File: config.mk
export PLATFORM = sky130hd
export DESIGN_NAME = mem_access_ctrl
export DESIGN_NICKNAME = d
export VERILOG_FILES = /design/src/rtl/mem_access_ctrl.sv
export SDC_FILE = /design/constraint.sdc
export NUM_CORES = 1
export LEC_CHECK = 0
export CELL_PAD_IN_SITES_DETAIL_PLACEMENT = 0
export CELL_PAD_IN_SITES_GLOBAL_PLACEMENT = 1
export CORE_MARGIN = 4
export CORE_UTILIZATION = 32
export DETAILED_ROUTE_END_ITERATION = 12
export PLACE_DENSITY_LB_ADDON = 0.1
export SKIP_LAST_GASP = 1
export SLEW_MARGIN = 20
export SYNTH_ARGS = -nofsm -noshare
export SYNTH_HDL_FRONTEND = slang
export SYNTH_SLANG_ARGS = --single-unit
File: constraint.sdc
create_clock -name clk -period 4.8 [get_ports clk]
set_input_delay 0.96 -clock clk [delete_from_list [all_inputs] [get_ports clk]]
set_output_delay 0.96 -clock clk [all_outputs]
set_load 0.02 [all_outputs]
File: src/rtl/mem_access_ctrl.sv
// Single-outstanding load/store sequencer between the pipeline and a variable-latency data memory; 3+ cycles accept-to-idle (2 on error).
// Backpressure: req_ready is high only in IDLE, and mem_req holds all transaction fields stable until mem_ack or timeout.
module mem_access_ctrl #(
    parameter int TIMEOUT = 16
) (
    input  logic        clk,
    input  logic        reset,
    input  logic        req_valid,
    output logic        req_ready,
    input  logic        req_we,
    input  logic [31:0] req_addr,
    input  logic [2:0]  req_type,
    input  logic [31:0] req_wdata,
    output logic        mem_req,
    output logic        mem_we,
    output logic [31:0] mem_addr,
    output logic [3:0]  mem_be,
    output logic [31:0] mem_wdata,
    input  logic [31:0] mem_rdata,
    input  logic        mem_ack,
    output logic        rsp_valid,
    output logic [31:0] rsp_data,
    output logic        rsp_err
);

    typedef enum logic [1:0] {IDLE, ISSUE, RESP} state_t;

    localparam logic [7:0] CNT_LAST = 8'(TIMEOUT - 1);

    state_t      state, state_nxt;
    logic [2:0]  type_q, type_nxt;
    logic [1:0]  off_q, off_nxt;
    logic [7:0]  cnt, cnt_nxt;
    logic        mem_req_nxt, mem_we_nxt, rsp_valid_nxt, rsp_err_nxt;
    logic [31:0] mem_addr_nxt, mem_wdata_nxt, rsp_data_nxt;
    logic [3:0]  mem_be_nxt;

    logic        illegal, misalign;
    logic [3:0]  st_be;
    logic [31:0] st_wdata;

    function automatic logic [31:0] extract(input logic [2:0] t, input logic [1:0] b,
                                            input logic [31:0] w);
        logic [31:0] sh;
        logic [63:0] rot;
        logic [7:0]  by;
        logic [15:0] hw;
        logic [31:0] res;
        sh  = w >> {b, 3'b000};
        rot = {w, w} >> {b, 3'b000};
        by  = sh[7:0];
        hw  = b[1] ? w[31:16] : w[15:0];
        case (t)
            3'd1:    res = {{24{by[7]}}, by};
            3'd2:    res = {{16{hw[15]}}, hw};
            3'd3:    res = ($countones(by) == 4) ? {{24{by[7]}}, by} : 32'h0;
            3'd4:    res = rot[31:0];
            default: res = w;
        endcase
        return res;
    endfunction

    // Request decode: lw/sw and lh/sh share type codes, so alignment rules are direction-agnostic.
    always_comb begin
        illegal  = req_we ? (req_type > 3'd2) : (req_type > 3'd4);
        misalign = ((req_type == 3'd0) && (req_addr[1:0] != 2'b00)) ||
                   ((req_type == 3'd2) && req_addr[0]);
        st_be    = 4'b0000;
        st_wdata = 32'h0;
        if (req_we) begin
            case (req_type)
                3'd1: begin
                    st_be    = 4'b0001 << req_addr[1:0];
                    st_wdata = {4{req_wdata[7:0]}};
                end
                3'd2: begin
                    st_be    = req_addr[1] ? 4'b1100 : 4'b0011;
                    st_wdata = {2{req_wdata[15:0]}};
                end
                default: begin
                    st_be    = 4'b1111;
                    st_wdata = req_wdata;
                end
            endcase
        end
    end

    always_comb begin
        state_nxt     = state;
        type_nxt      = type_q;
        off_nxt       = off_q;
        cnt_nxt       = cnt;
        mem_req_nxt   = mem_req;
        mem_we_nxt    = mem_we;
        mem_addr_nxt  = mem_addr;
        mem_be_nxt    = mem_be;
        mem_wdata_nxt = mem_wdata;
        rsp_valid_nxt = 1'b0;
        rsp_data_nxt  = rsp_data;
        rsp_err_nxt   = rsp_err;
        case (state)
            IDLE: begin
                if (req_valid) begin
                    type_nxt = req_type;
                    off_nxt  = req_addr[1:0];
                    cnt_nxt  = 8'd0;
                    if (illegal || misalign) begin
                        state_nxt     = RESP;
                        rsp_valid_nxt = 1'b1;
                        rsp_err_nxt   = 1'b1;
                        rsp_data_nxt  = 32'h0;
                    end else begin
                        state_nxt     = ISSUE;
                        mem_req_nxt   = 1'b1;
                        mem_we_nxt    = req_we;
                        mem_addr_nxt  = {req_addr[31:2], 2'b00};
                        mem_be_nxt    = st_be;
                        mem_wdata_nxt = st_wdata;
                    end
                end
            end
            ISSUE: begin
                if (mem_ack) begin
                    state_nxt     = RESP;
                    mem_req_nxt   = 1'b0;
                    cnt_nxt       = 8'd0;
                    rsp_valid_nxt = 1'b1;
                    rsp_err_nxt   = 1'b0;
                    rsp_data_nxt  = mem_we ? 32'h0 : extract(type_q, off_q, mem_rdata);
                end else if (cnt == CNT_LAST) begin
                    state_nxt     = RESP;
                    mem_req_nxt   = 1'b0;
                    cnt_nxt       = 8'd0;
                    rsp_valid_nxt = 1'b1;
                    rsp_err_nxt   = 1'b1;
                    rsp_data_nxt  = 32'h0;
                end else begin
                    cnt_nxt = cnt + 8'd1;
                end
            end
            default: state_nxt = IDLE;
        endcase
    end

    always_ff @(posedge clk or posedge reset) begin
        if (reset) begin
            state     <= IDLE;
            type_q    <= 3'd0;
            off_q     <= 2'd0;
            cnt       <= 8'd0;
            mem_req   <= 1'b0;
            mem_we    <= 1'b0;
            mem_addr  <= 32'h0;
            mem_be    <= 4'b0000;
            mem_wdata <= 32'h0;
            rsp_valid <= 1'b0;
            rsp_data  <= 32'h0;
            rsp_err   <= 1'b0;
        end else begin
            state     <= state_nxt;
            type_q    <= type_nxt;
            off_q     <= off_nxt;
            cnt       <= cnt_nxt;
            mem_req   <= mem_req_nxt;
            mem_we    <= mem_we_nxt;
            mem_addr  <= mem_addr_nxt;
            mem_be    <= mem_be_nxt;
            mem_wdata <= mem_wdata_nxt;
            rsp_valid <= rsp_valid_nxt;
            rsp_data  <= rsp_data_nxt;
            rsp_err   <= rsp_err_nxt;
        end
    end

    assign req_ready = (state == IDLE);

endmodule

==> results of run 1 <==
==> worst min-delay path, delay by kind of cell, from the launching register on <==
family	cells	cell delay [ns]
flops	1	0.34
simple gates	1	0.05
compound gates	1	0.05
==> layer usage <==
metal  vias up  global-route usage [%]
met5         -                       0
met4         0                   5.214
met3        20                   5.876
met2       246                   29.45
met1      3083                   27.76
li1       2952                       -
==> worst max path at each step <==
stage                  start      endpoint
2_1_floorplan  mem_rdata[24]  rsp_data[10]
3_3_place_gp    mem_rdata[9]  rsp_data[19]
3_5_place_dp    mem_rdata[0]  rsp_data[25]
4_1_cts        mem_rdata[25]  rsp_data[10]
5_1_grt         mem_rdata[8]  rsp_data[16]
6_report        mem_rdata[8]  rsp_data[25]
==> cells in the final DEF, fill, tap and decap left out, types with 13 or more instances in the layout <==
master	n
dfrtp_1	115
clkdlybuf4s50_1	194
o21ai_1	25
a211oi_1	25
clkbuf_16	17
mux2_2	50
nand2_1	119
buf_4	37
nor2_1	50
o21ai_0	72
o31ai_1	20
a22oi_1	13
mux4_2	24
==> cell type report <==
class                   count  area share [%]
flip-flops and latches    117           29.23
repair buffers            250           24.05
well taps                 275           3.433
clock inverters            14           1.648
inverters                  14          0.5492
clock buffers              18           4.282
multi-input cells         507           36.80
==> registers in the layout (all words and copies together) (netlist names) <==
signal     count
type_q         3
state          2
rsp_valid      1
mem_we         1
cnt            8
mem_addr      30
mem_req        1
mem_be         4
rsp_err        1
off_q          2
mem_wdata     32
rsp_data      32
==> power breakdown <==
group	internal, mW	switching [mW]
logic	1.43	1.56
registers	1.29	0.227
clock network	0.780	0.513
total	3.50	2.30
==> logic make-up after synthesis <==
group	Yosys count	share of synthesized area, %
DFF	117	42.62
and+or+nand+nor	198	12.02
buffers and inverters	72	4.991
muxes	85	17.74
adders and majority gates	8	1.894
other	1	0.05459
AOI/OAI and AO/OA	212	20.42
xor gates and xnor gates	2	0.2551
==> timing repair <==
| item | in CTS | in global routing |
|---|---|---|
| gates resized for setup | 55 | 22 |
| setup endpoints to repair | 32 | 32 |
| gates cloned | 3 | 0 |
| hold endpoints to repair | 0 | 0 |
| buffers inserted | 2 | 1 |
| pin swaps | 17 | 13 |
==> results.sh, run 1 <==
export IMPL_status="finished, final reports clean"
export IMPL_path_clk_slew_ns=0.06
export IMPL_hold_slack_ns=0.4805
export IMPL_m1WireLength_mm=10.49
export IMPL_die_area_um2=23870
export IMPL_fin_worst_skew_ns=0.009699
export IMPL_slowest_delay_ns=0.54
export IMPL_fmax_mhz=213.1
export IMPL_die_width_um=154.5
export IMPL_setup_viol=0
export IMPL_drv_cap=0
export IMPL_grt_pass1_wl_mm=37.07
export IMPL_p_per_area_nw_per_um2=578.7
export IMPL_preCtsSetupSlack_ns=-0.6628
export IMPL_topRoutingLayerUsed="met4"
export IMPL_vias_per_cell=5.273
export IMPL_rsz0062_at_grt="no"
export IMPL_fin_ws_ns=0.1071
export IMPL_reg2reg_setup_slack_ns=0.21
export IMPL_wire_per_inst_um=19.79
export IMPL_synth_warnings=0
export IMPL_cp_common_cell="fa_1"
export IMPL_yosysMostFrequentCell="nand2_1"
export IMPL_dp_hpwl_mm=17.03
export IMPL_slowest_stage="fa_1"
export IMPL_synth_ff_type="dfrtp_1"
export IMPL_rr_worst_depth=16
export IMPL_first_pass_iters=5
export IMPL_core_region_area_um2=21090
export IMPL_crit_fanout=6
export IMPL_yosysSeqAreaShare_pct=42.62
export IMPL_regArea_um2=2930
export IMPL_drive_gt1_share_pct=20.33
export IMPL_h_tree_depth=4
export IMPL_detail_route_antenna_nets=0
export IMPL_hold_violations=0
export IMPL_tns_ns=0
export IMPL_drt_initial_drc_count=501
export IMPL_numCtsBuffers=17
export IMPL_holdPathEnd="mem_wdata[22]"
export IMPL_post_route_min_period_ns=4.693
export IMPL_synth_enable_flop_cells=0
export IMPL_placed_cell_area_um2=9331
export IMPL_cp_depth=17
export IMPL_grt_pass1_vias=6355
export IMPL_grt_overflow_total=0
export IMPL_area_delta_synth_final_pct=45.92
export IMPL_start_util_pct=32.57
export IMPL_startpoint_type="primary input"
export IMPL_p_leak_nw=4.136
export IMPL_dp_cells=1158
export IMPL_finalCritPeriodShare_pct=97.77
export IMPL_clock_latency_ns=0.41
export IMPL_root_buffer="clkbuf_16"
export IMPL_synthDistinctLibCells=53
export IMPL_drv_slew=0
export IMPL_vias=6301
export IMPL_ir_drop_mv=0.3366
export IMPL_worstPathRequired_ns=5.13
export IMPL_cp_cell_sequence="clkdlybuf4s15_1 -> mux4_2 -> fa_1 -> inv_2 -> fa_1 -> inv_2 -> fa_1 -> ha_2 -> inv_2 -> fa_1 -> nor2b_4 -> o2111ai_4 -> o21ai_2 -> buf_6 -> buf_12 -> a211oi_1 -> o21ai_1"
export IMPL_grt_usage_pct=19.64
export IMPL_crit_type="in2reg"
export IMPL_yosys_top_cells_area="dfrtp_1 43%, mux2_2 8.2%, mux4_2 7.9%"
export IMPL_wl_met2_mm=10.97
export IMPL_syn_inst=695
export IMPL_row_count=53
export IMPL_gp_congestion=0.9035
export IMPL_max_slew_margin_pct=33.15
export IMPL_cpLargestDelayFamily="adder cells"
export IMPL_reg2reg_to="rsp_data[25]"
export IMPL_fill_cells=1977
export IMPL_ys_seq_elements=117
export IMPL_hold_buffers=0
export IMPL_arrival_ns=5.02
export IMPL_synth_top_cells_by_count="119 x nand2_1, 117 x dfrtp_1, 96 x o21ai_0"
export IMPL_total_power_mw=5.801
export IMPL_timing_critical_path_buf_inv=6
export IMPL_drt_total_wl_mm=23.65
export IMPL_tritoncts="yes"
export IMPL_cts_buffer_depth=2
export IMPL_io_pins=209
export IMPL_hp_class="reg2reg"
export IMPL_antenna_found_initial=0
export IMPL_dieHeight_um=154.5
export IMPL_port_buffers=206
export IMPL_worst_pin_slew_ns=1.001
export IMPL_yosys_area_top_type="dfrtp_1"
export IMPL_avgSynthCellArea_um2=9.884
export IMPL_yosysTopAreaCellShare_pct=42.62
export IMPL_clock_sinks=117
export IMPL_diodes=0
export IMPL_worstHoldStart="mem_wdata[22]"
export IMPL_async_flop_share_pct=100.0
export IMPL_hold_depth=2
export IMPL_nets=1019
export IMPL_r2r_start="off_q[1]"
export IMPL_drc_errors=0
export IMPL_finalCoreUtilization_pct=47.53
export IMPL_wl_met3_mm=1.924
export IMPL_fin_cells=1195
export IMPL_grt_max_degree=51
export IMPL_multi_input_area_um2=3689
export IMPL_syn_area_um2=6869
export IMPL_end_kind="flip-flop"
export IMPL_finalInstanceArea_um2=10020
Note: power is estimated with default switching activity, not from simulation.
==> inputs of run 2 (changes only) <==
- CTS_CLUSTER_DIAMETER: unset -> 100
==> results of run 2 <==
Final layout, timing and power as in run 1 (identical DEF).
==> inputs of run 3 (changes only) <==
- GPL_ROUTABILITY_DRIVEN: unset -> 0
==> results of run 3 <==
Final layout, timing and power as in run 1 (identical DEF).
